$ cat config.mk
export PLATFORM = sky130hd
export DESIGN_NAME = ps2_keycode_decoder
export DESIGN_NICKNAME = d
export VERILOG_FILES = /design/src/rtl/ps2_keycode_decoder.sv
export SDC_FILE = /design/constraint.sdc
export NUM_CORES = 1
export LEC_CHECK = 0
export BUFFER_PORTS_ARGS = -buffer_cell sky130_fd_sc_hd__buf_2
export CAP_MARGIN = 10
export CORE_MARGIN = 2
export CORE_UTILIZATION = 63
export DETAILED_ROUTE_END_ITERATION = 8
export PLACE_DENSITY = 0.81
export SLEW_MARGIN = 40
export SYNTH_ARGS = -nofsm -noshare
export SYNTH_HDL_FRONTEND = slang
export SYNTH_SLANG_ARGS = --single-unit
$ cat constraint.sdc
create_clock -name CLK_50 -period 7.3 [get_ports CLK_50]
set_input_delay 0.365 -clock CLK_50 [delete_from_list [all_inputs] [get_ports CLK_50]]
set_output_delay 0.365 -clock CLK_50 [all_outputs]
set_load 0.01 [all_outputs]
$ cat src/rtl/ps2_keycode_decoder.sv
// PS/2 set-2 scan-code to ASCII decoder: prefix FSM, modifier tracking and a
// show-ahead character FIFO for the host register interface.
`timescale 1ns/1ps
module ps2_keycode_decoder #(
  parameter int unsigned FIFO_DEPTH = 16,
  parameter int unsigned FIFO_AW    = 4
) (
  input  logic       CLK_50,
  input  logic       RESET,
  input  logic [7:0] KEYCODE_IN,
  input  logic       KEYCODE_RDY,
  input  logic       RD_REQ,
  output logic [7:0] ASCII_OUT,
  output logic       DATA_VALID,
  output logic       FIFO_FULL,
  output logic       OVERFLOW,
  output logic [2:0] MOD_STATUS
);

  typedef enum logic [1:0] {
    S_IDLE,
    S_BRK,
    S_EXT,
    S_EXT_BRK
  } state_e;

  state_e state_q, state_d;

  logic key_make, key_brk, key_ext;

  logic lshift_q, lshift_d;
  logic rshift_q, rshift_d;
  logic lctrl_q, lctrl_d;
  logic rctrl_q, rctrl_d;
  logic caps_lock_q, caps_lock_d;
  logic caps_held_q, caps_held_d;
  logic [2:0] mod_q, mod_d;

  logic       dec_vld_q, dec_vld_d;
  logic [7:0] dec_chr_q, dec_chr_d;

  logic       shift_now, ctrl_now, upper_now;
  logic [7:0] letter_lc;
  logic [15:0] digit_pair;

  logic [7:0]         mem_q [FIFO_DEPTH];
  logic [FIFO_AW-1:0] wr_ptr_q, wr_ptr_d;
  logic [FIFO_AW-1:0] rd_ptr_q, rd_ptr_d;
  logic [FIFO_AW:0]   cnt_q, cnt_d;
  logic               ovf_q, ovf_d;
  logic               fifo_empty, fifo_full, wr_en, rd_en;

  // Lowercase ASCII for a letter make code, 0 when the code is not a letter.
  function automatic logic [7:0] letter_of(input logic [7:0] c);
    case (c)
      8'h1C: letter_of = 8'h61;  8'h32: letter_of = 8'h62;
      8'h21: letter_of = 8'h63;  8'h23: letter_of = 8'h64;
      8'h24: letter_of = 8'h65;  8'h2B: letter_of = 8'h66;
      8'h34: letter_of = 8'h67;  8'h33: letter_of = 8'h68;
      8'h43: letter_of = 8'h69;  8'h3B: letter_of = 8'h6A;
      8'h42: letter_of = 8'h6B;  8'h4B: letter_of = 8'h6C;
      8'h3A: letter_of = 8'h6D;  8'h31: letter_of = 8'h6E;
      8'h44: letter_of = 8'h6F;  8'h4D: letter_of = 8'h70;
      8'h15: letter_of = 8'h71;  8'h2D: letter_of = 8'h72;
      8'h1B: letter_of = 8'h73;  8'h2C: letter_of = 8'h74;
      8'h3C: letter_of = 8'h75;  8'h2A: letter_of = 8'h76;
      8'h1D: letter_of = 8'h77;  8'h22: letter_of = 8'h78;
      8'h35: letter_of = 8'h79;  8'h1A: letter_of = 8'h7A;
      default: letter_of = 8'h00;
    endcase
  endfunction

  // {shifted, unshifted} ASCII for a digit-row code, 0 when not a digit.
  function automatic logic [15:0] digit_of(input logic [7:0] c);
    case (c)
      8'h16: digit_of = {8'h21, 8'h31};
      8'h1E: digit_of = {8'h40, 8'h32};
      8'h26: digit_of = {8'h23, 8'h33};
      8'h25: digit_of = {8'h24, 8'h34};
      8'h2E: digit_of = {8'h25, 8'h35};
      8'h36: digit_of = {8'h5E, 8'h36};
      8'h3D: digit_of = {8'h26, 8'h37};
      8'h3E: digit_of = {8'h2A, 8'h38};
      8'h46: digit_of = {8'h28, 8'h39};
      8'h45: digit_of = {8'h29, 8'h30};
      default: digit_of = 16'h0000;
    endcase
  endfunction

  // Prefix tracking: classifies the current byte as make/break, plain/extended.
  always_comb begin
    state_d  = state_q;
    key_make = 1'b0;
    key_brk  = 1'b0;
    key_ext  = 1'b0;
    if (KEYCODE_RDY) begin
      unique case (state_q)
        S_IDLE: begin
          if (KEYCODE_IN == 8'hF0) begin
            state_d = S_BRK;
          end else if (KEYCODE_IN == 8'hE0) begin
            state_d = S_EXT;
          end else begin
            state_d = S_IDLE;
            key_make = !(KEYCODE_IN inside {8'hAA, 8'hFA, 8'hFE, 8'hEE, 8'h00, 8'hFF});
          end
        end
        S_BRK: begin
          if (KEYCODE_IN == 8'hF0) begin
            state_d = S_BRK;
          end else if (KEYCODE_IN == 8'hE0) begin
            state_d = S_EXT;
          end else begin
            state_d = S_IDLE;
            key_brk = 1'b1;
          end
        end
        S_EXT: begin
          if (KEYCODE_IN == 8'hF0) begin
            state_d = S_EXT_BRK;
          end else if (KEYCODE_IN == 8'hE0) begin
            state_d = S_EXT;
          end else begin
            state_d  = S_IDLE;
            key_make = 1'b1;
            key_ext  = 1'b1;
          end
        end
        S_EXT_BRK: begin
          if (KEYCODE_IN == 8'hF0) begin
            state_d = S_EXT_BRK;
          end else if (KEYCODE_IN == 8'hE0) begin
            state_d = S_EXT;
          end else begin
            state_d = S_IDLE;
            key_brk = 1'b1;
            key_ext = 1'b1;
          end
        end
        default: state_d = S_IDLE;
      endcase
    end
  end

  // Modifier update and character translation for the classified byte.
  always_comb begin
    lshift_d    = lshift_q;
    rshift_d    = rshift_q;
    lctrl_d     = lctrl_q;
    rctrl_d     = rctrl_q;
    caps_lock_d = caps_lock_q;
    caps_held_d = caps_held_q;
    dec_vld_d   = 1'b0;
    dec_chr_d   = '0;
    shift_now   = lshift_q | rshift_q;
    ctrl_now    = lctrl_q | rctrl_q;
    upper_now   = shift_now ^ caps_lock_q;
    letter_lc   = letter_of(KEYCODE_IN);
    digit_pair  = digit_of(KEYCODE_IN);

    if (key_ext) begin
      if (KEYCODE_IN == 8'h14) begin
        rctrl_d = key_make;
      end else if (KEYCODE_IN == 8'h5A && key_make) begin
        dec_vld_d = 1'b1;
        dec_chr_d = 8'h0D;
      end
    end else if (key_make || key_brk) begin
      case (KEYCODE_IN)
        8'h12: lshift_d = key_make;
        8'h59: rshift_d = key_make;
        8'h14: lctrl_d  = key_make;
        8'h58: begin
          // Held-key latch stops typematic repeats from re-toggling caps lock.
          if (key_make) begin
            if (!caps_held_q) caps_lock_d = ~caps_lock_q;
            caps_held_d = 1'b1;
          end else begin
            caps_held_d = 1'b0;
          end
        end
        default: begin
          if (key_make) begin
            if (letter_lc != 8'h00) begin
              dec_vld_d = 1'b1;
              if (ctrl_now)       dec_chr_d = letter_lc & 8'h1F;
              else if (upper_now) dec_chr_d = letter_lc & 8'hDF;
              else                dec_chr_d = letter_lc;
            end else if (digit_pair != 16'h0000) begin
              dec_vld_d = 1'b1;
              dec_chr_d = shift_now ? digit_pair[15:8] : digit_pair[7:0];
            end else begin
              case (KEYCODE_IN)
                8'h29: begin dec_vld_d = 1'b1; dec_chr_d = 8'h20; end
                8'h5A: begin dec_vld_d = 1'b1; dec_chr_d = 8'h0D; end
                8'h66: begin dec_vld_d = 1'b1; dec_chr_d = 8'h08; end
                8'h76: begin dec_vld_d = 1'b1; dec_chr_d = 8'h1B; end
                8'h0D: begin dec_vld_d = 1'b1; dec_chr_d = 8'h09; end
                default: ;
              endcase
            end
          end
        end
      endcase
    end

    mod_d = {caps_lock_d, lctrl_d | rctrl_d, lshift_d | rshift_d};
  end

  // Character FIFO control; a write while full is accepted only alongside a pop.
  always_comb begin
    fifo_empty = (cnt_q == '0);
    fifo_full  = (cnt_q == (FIFO_AW+1)'(FIFO_DEPTH));
    rd_en      = RD_REQ & ~fifo_empty;
    wr_en      = dec_vld_q & (~fifo_full | rd_en);
    wr_ptr_d   = wr_en ? wr_ptr_q + FIFO_AW'(1) : wr_ptr_q;
    rd_ptr_d   = rd_en ? rd_ptr_q + FIFO_AW'(1) : rd_ptr_q;
    cnt_d      = cnt_q;
    if (wr_en && !rd_en)      cnt_d = cnt_q + (FIFO_AW+1)'(1);
    else if (!wr_en && rd_en) cnt_d = cnt_q - (FIFO_AW+1)'(1);
    ovf_d      = ovf_q | (dec_vld_q & ~wr_en);
  end

  always_ff @(posedge CLK_50) begin
    if (RESET) begin
      state_q     <= S_IDLE;
      lshift_q    <= 1'b0;
      rshift_q    <= 1'b0;
      lctrl_q     <= 1'b0;
      rctrl_q     <= 1'b0;
      caps_lock_q <= 1'b0;
      caps_held_q <= 1'b0;
      mod_q       <= '0;
      dec_vld_q   <= 1'b0;
      dec_chr_q   <= '0;
      wr_ptr_q    <= '0;
      rd_ptr_q    <= '0;
      cnt_q       <= '0;
      ovf_q       <= 1'b0;
    end else begin
      state_q     <= state_d;
      lshift_q    <= lshift_d;
      rshift_q    <= rshift_d;
      lctrl_q     <= lctrl_d;
      rctrl_q     <= rctrl_d;
      caps_lock_q <= caps_lock_d;
      caps_held_q <= caps_held_d;
      mod_q       <= mod_d;
      dec_vld_q   <= dec_vld_d;
      dec_chr_q   <= dec_chr_d;
      wr_ptr_q    <= wr_ptr_d;
      rd_ptr_q    <= rd_ptr_d;
      cnt_q       <= cnt_d;
      ovf_q       <= ovf_d;
    end
  end

  always_ff @(posedge CLK_50) begin
    if (wr_en) mem_q[wr_ptr_q] <= dec_chr_q;
  end

  always_comb begin
    ASCII_OUT  = fifo_empty ? '0 : mem_q[rd_ptr_q];
    DATA_VALID = ~fifo_empty;
    FIFO_FULL  = fifo_full;
    OVERFLOW   = ovf_q;
    MOD_STATUS = mod_q;
  end

endmodule

==> run summary <==
syn_nets = 567
Mapped Cells = 538
I/O Pins = 26
EDFF count, synth = 112
most area-hungry cell type in the Yosys netlist = edfxtp_1
Slew HR = 49.5%
predominant post-synthesis flop cell = edfxtp_1
internal power = 0.00162 W
Sw Pwr = 0.000557 W
#FFs+latches synth = 148
fin nets = 573
Via Count = 4624
first-pass GRT wire length = 24.4 mm
Avg Vias per Cell = 6.63
Slew @ Worst Pin = 0.754 ns
Post-CTS Setup Repair Bufs = 0
total chip power = 0.00218 W
chip width = 110 um
setup violators final = 0
FP Rows = 38
worst min path class = primary input to register
synth warn = 0
WL per Instance = 21.9 um
GP Congestion = 0.970
RSZ-0062 raised after global routing = no
routed wire length = 15.3 mm
HPWL Detailed = 10.0 mm
TritonCTS Buffers = 17
die area = 12100 um^2
synthesized area = 7060 um^2
Tot GR Track Use = 27.9%
die height = 110 um
switching share of total power = 25.5%
initial antenna violation count = 0
Worst Setup End Kind = register
sequential fraction of the synthesis area = 57.9%
htree depth = 4
post-synth top area share = 47.7%
syn avg cell area = 13.1 um^2
# diodes = 0
Achievable Freq = 321 MHz
Worst Setup Path Type = register to register
Synth cell types = 68
LEAKAGE = 2.58 nW
PortBufs = 24
Final Slew Violations = 0
Pwr per Cell Area = 279 nW/um^2
ANT nets after route = 0
worst-path maximum fanout = 9
core box area = 10900 um^2
peak supply drop = 0.000205 V
vias in the first global route = 4456
Clock Skew = 0.0151 ns
First DRT Iteration DRCs = 445
status = finished clean
Clock Power Share = 39.3%
# DRC = 0
Initial Util = 64.8%
Final Hold Viols = 0
layout cells sized above 1 = 18.9%
fin crit share = 42.6%
total gr overflow = 0
fraction of registers with async set/reset = 0%
combinational power share = 16.5%
Worst Path Arrival = 3.56 ns
post-cts sizing count = 0
crit path launch type = register
Worst Path Required = 7.75 ns
maximum buffer depth of the clock tree = 2
fin crit period = 3.11 ns
sequential power share = 44.2%
largest net degree at the start of global routing = 38
Area contributors post-synth = edfxtp_1, mux4_2, dfxtp_1
worst slack at placement = 4.18 ns
first-pass detailed-route iteration total = 5
setup_tns = 0 ns
CTS tree = yes
CTS sink cnt = 148
Max-Cap Viols = 0
worst setup margin = 4.19 ns
hold buffers post-CTS = 0
Clk Latency, worst-skew pair = 0.52 ns
clock slew at reported path FFs = 0.06 ns
CTS root buf = clkbuf_8
Syn-to-layout area delta = 10.7%
per-layer routing:
metal,part of all wire (%),global-route usage [%],up-vias
li1,-,-,2083
met1,40,37.0,2265
met2,50,45.1,256
met3,8.0,5.63,20
met4,2.3,11.6,0
met5,0,0,-
path summary, 6_finish.rpt:
path | start | slack [ns] | cells past startpoint | endpoint
max | cnt_q[0] | 4.19 | 12 | cnt_q[4]
min | KEYCODE_RDY | 0.18 | 3 | state_q[1]
max reg2reg | cnt_q[0] | 4.19 | 12 | cnt_q[4]
min reg2reg | caps_held_q | 0.49 | 2 | caps_held_q
cell families after synthesis:
kind of cell | share of synthesized area, %
AND/OR/NAND/NOR | 12.5
other | 0.0531
AO/OA/AOI/OAI | 9.15
XOR/XNOR | 1.74
adder cells (fa/ha/maj) | 3.12
multiplexers | 12.3
flip-flops | 57.9
buffers and inverters | 3.25
sequential cells by signal, indices dropped and copies added (netlist names), 2 cells and up, named ones only:
name and flops:
MOD_STATUS 2, state_q 2, dec_chr_q 7, mem_q 112
cnt_q 5, wr_ptr_q 4, rd_ptr_q 4
metrics by stage:
stage          utilization (%)  hold WS [ns]  instance area [um^2]  instances
5_1_grt                   71.8         0.210                  7810        697
2_1_floorplan                -         0.449                  7060        538
3_5_place_dp              66.2         0.483                  7210        665
6_report                  71.8         0.182                  7810        697
3_3_place_gp              66.0         0.472                  7190        665
4_1_cts                   71.7         0.167                  7810        697
synthesized netlist by cell type, drive strengths merged, types with 6 or more instances:
master and number:
nor2 44, buf 21, nor3 14, and2 11, edfxtp 112, or3 7
nor2b 10, nand3 15, xor2 7, ha 16, nand2b 10, o21ai 20
a21oi 25, nand2 24, inv 16, mux2i 6, clkbuf 17, xnor2 7
dfxtp 36, mux4 35
critical path: stages (launching register included):
cell and delay (ns):
dfxtp_1 0.36, nor4_1 0.39, nand2b_1 0.28, and2_1 0.30, inv_1 0.08, ha_1 0.18, inv_1 0.11, fa_1 0.43
a21o_1 0.19, a21oi_1 0.19, xnor2_1 0.10, or3_1 0.30, a21oi_1 0.13
layout make-up:
class / count / area [um^2]
Multi-Input combinational cell: 336 / 2770
Inverter: 16 / 60.1
Sequential cell: 148 / 4090
Clock inverter: 14 / 175
Timing Repair Buffer: 25 / 128
Fill cell: 710 / 3080
Clock buffer: 18 / 418
Tap cell: 140 / 175
power groups by stage:
stage	logic [W]	clock network (W)	registers, W
after floorplan	0.000295	0	0.000948
final	0.000361	0.000857	0.000964
after detailed placement	0.000359	0	0.000983
after global routing	0.000394	0.000907	0.000972
after global placement	0.000349	0	0.000981
after CTS	0.000362	0.000867	0.000965
layout by cell type (no fill, tap or decap), types with 4 or more instances in the layout:
cell type  synthesis  final
nand4_1            4      4
o21ai_0           18     18
a31oi_1            5      5
nor3_2             0      4
buf_2             15     24
nand2_1           24     24
nand3_1           15     15
a211o_1            4      4
inv_6              0      4
ha_1              16     16
nand2b_1          10     10
mux4_2            35     35
a21oi_1           25     25
nor3_1            14     10
dfxtp_1           36     35
nor2b_1           10     10
nor4_1             4      4
and2_1            11     11
xor2_1             7      7
xnor2_1            7      7
clkbuf_16          0     16
mux2i_1            6      6
inv_1             16     16
or3_1              7      7
nand3b_1           4      4
nor2_1            44     44
edfxtp_1         112    112
Power figures use the tool's default switching activity.
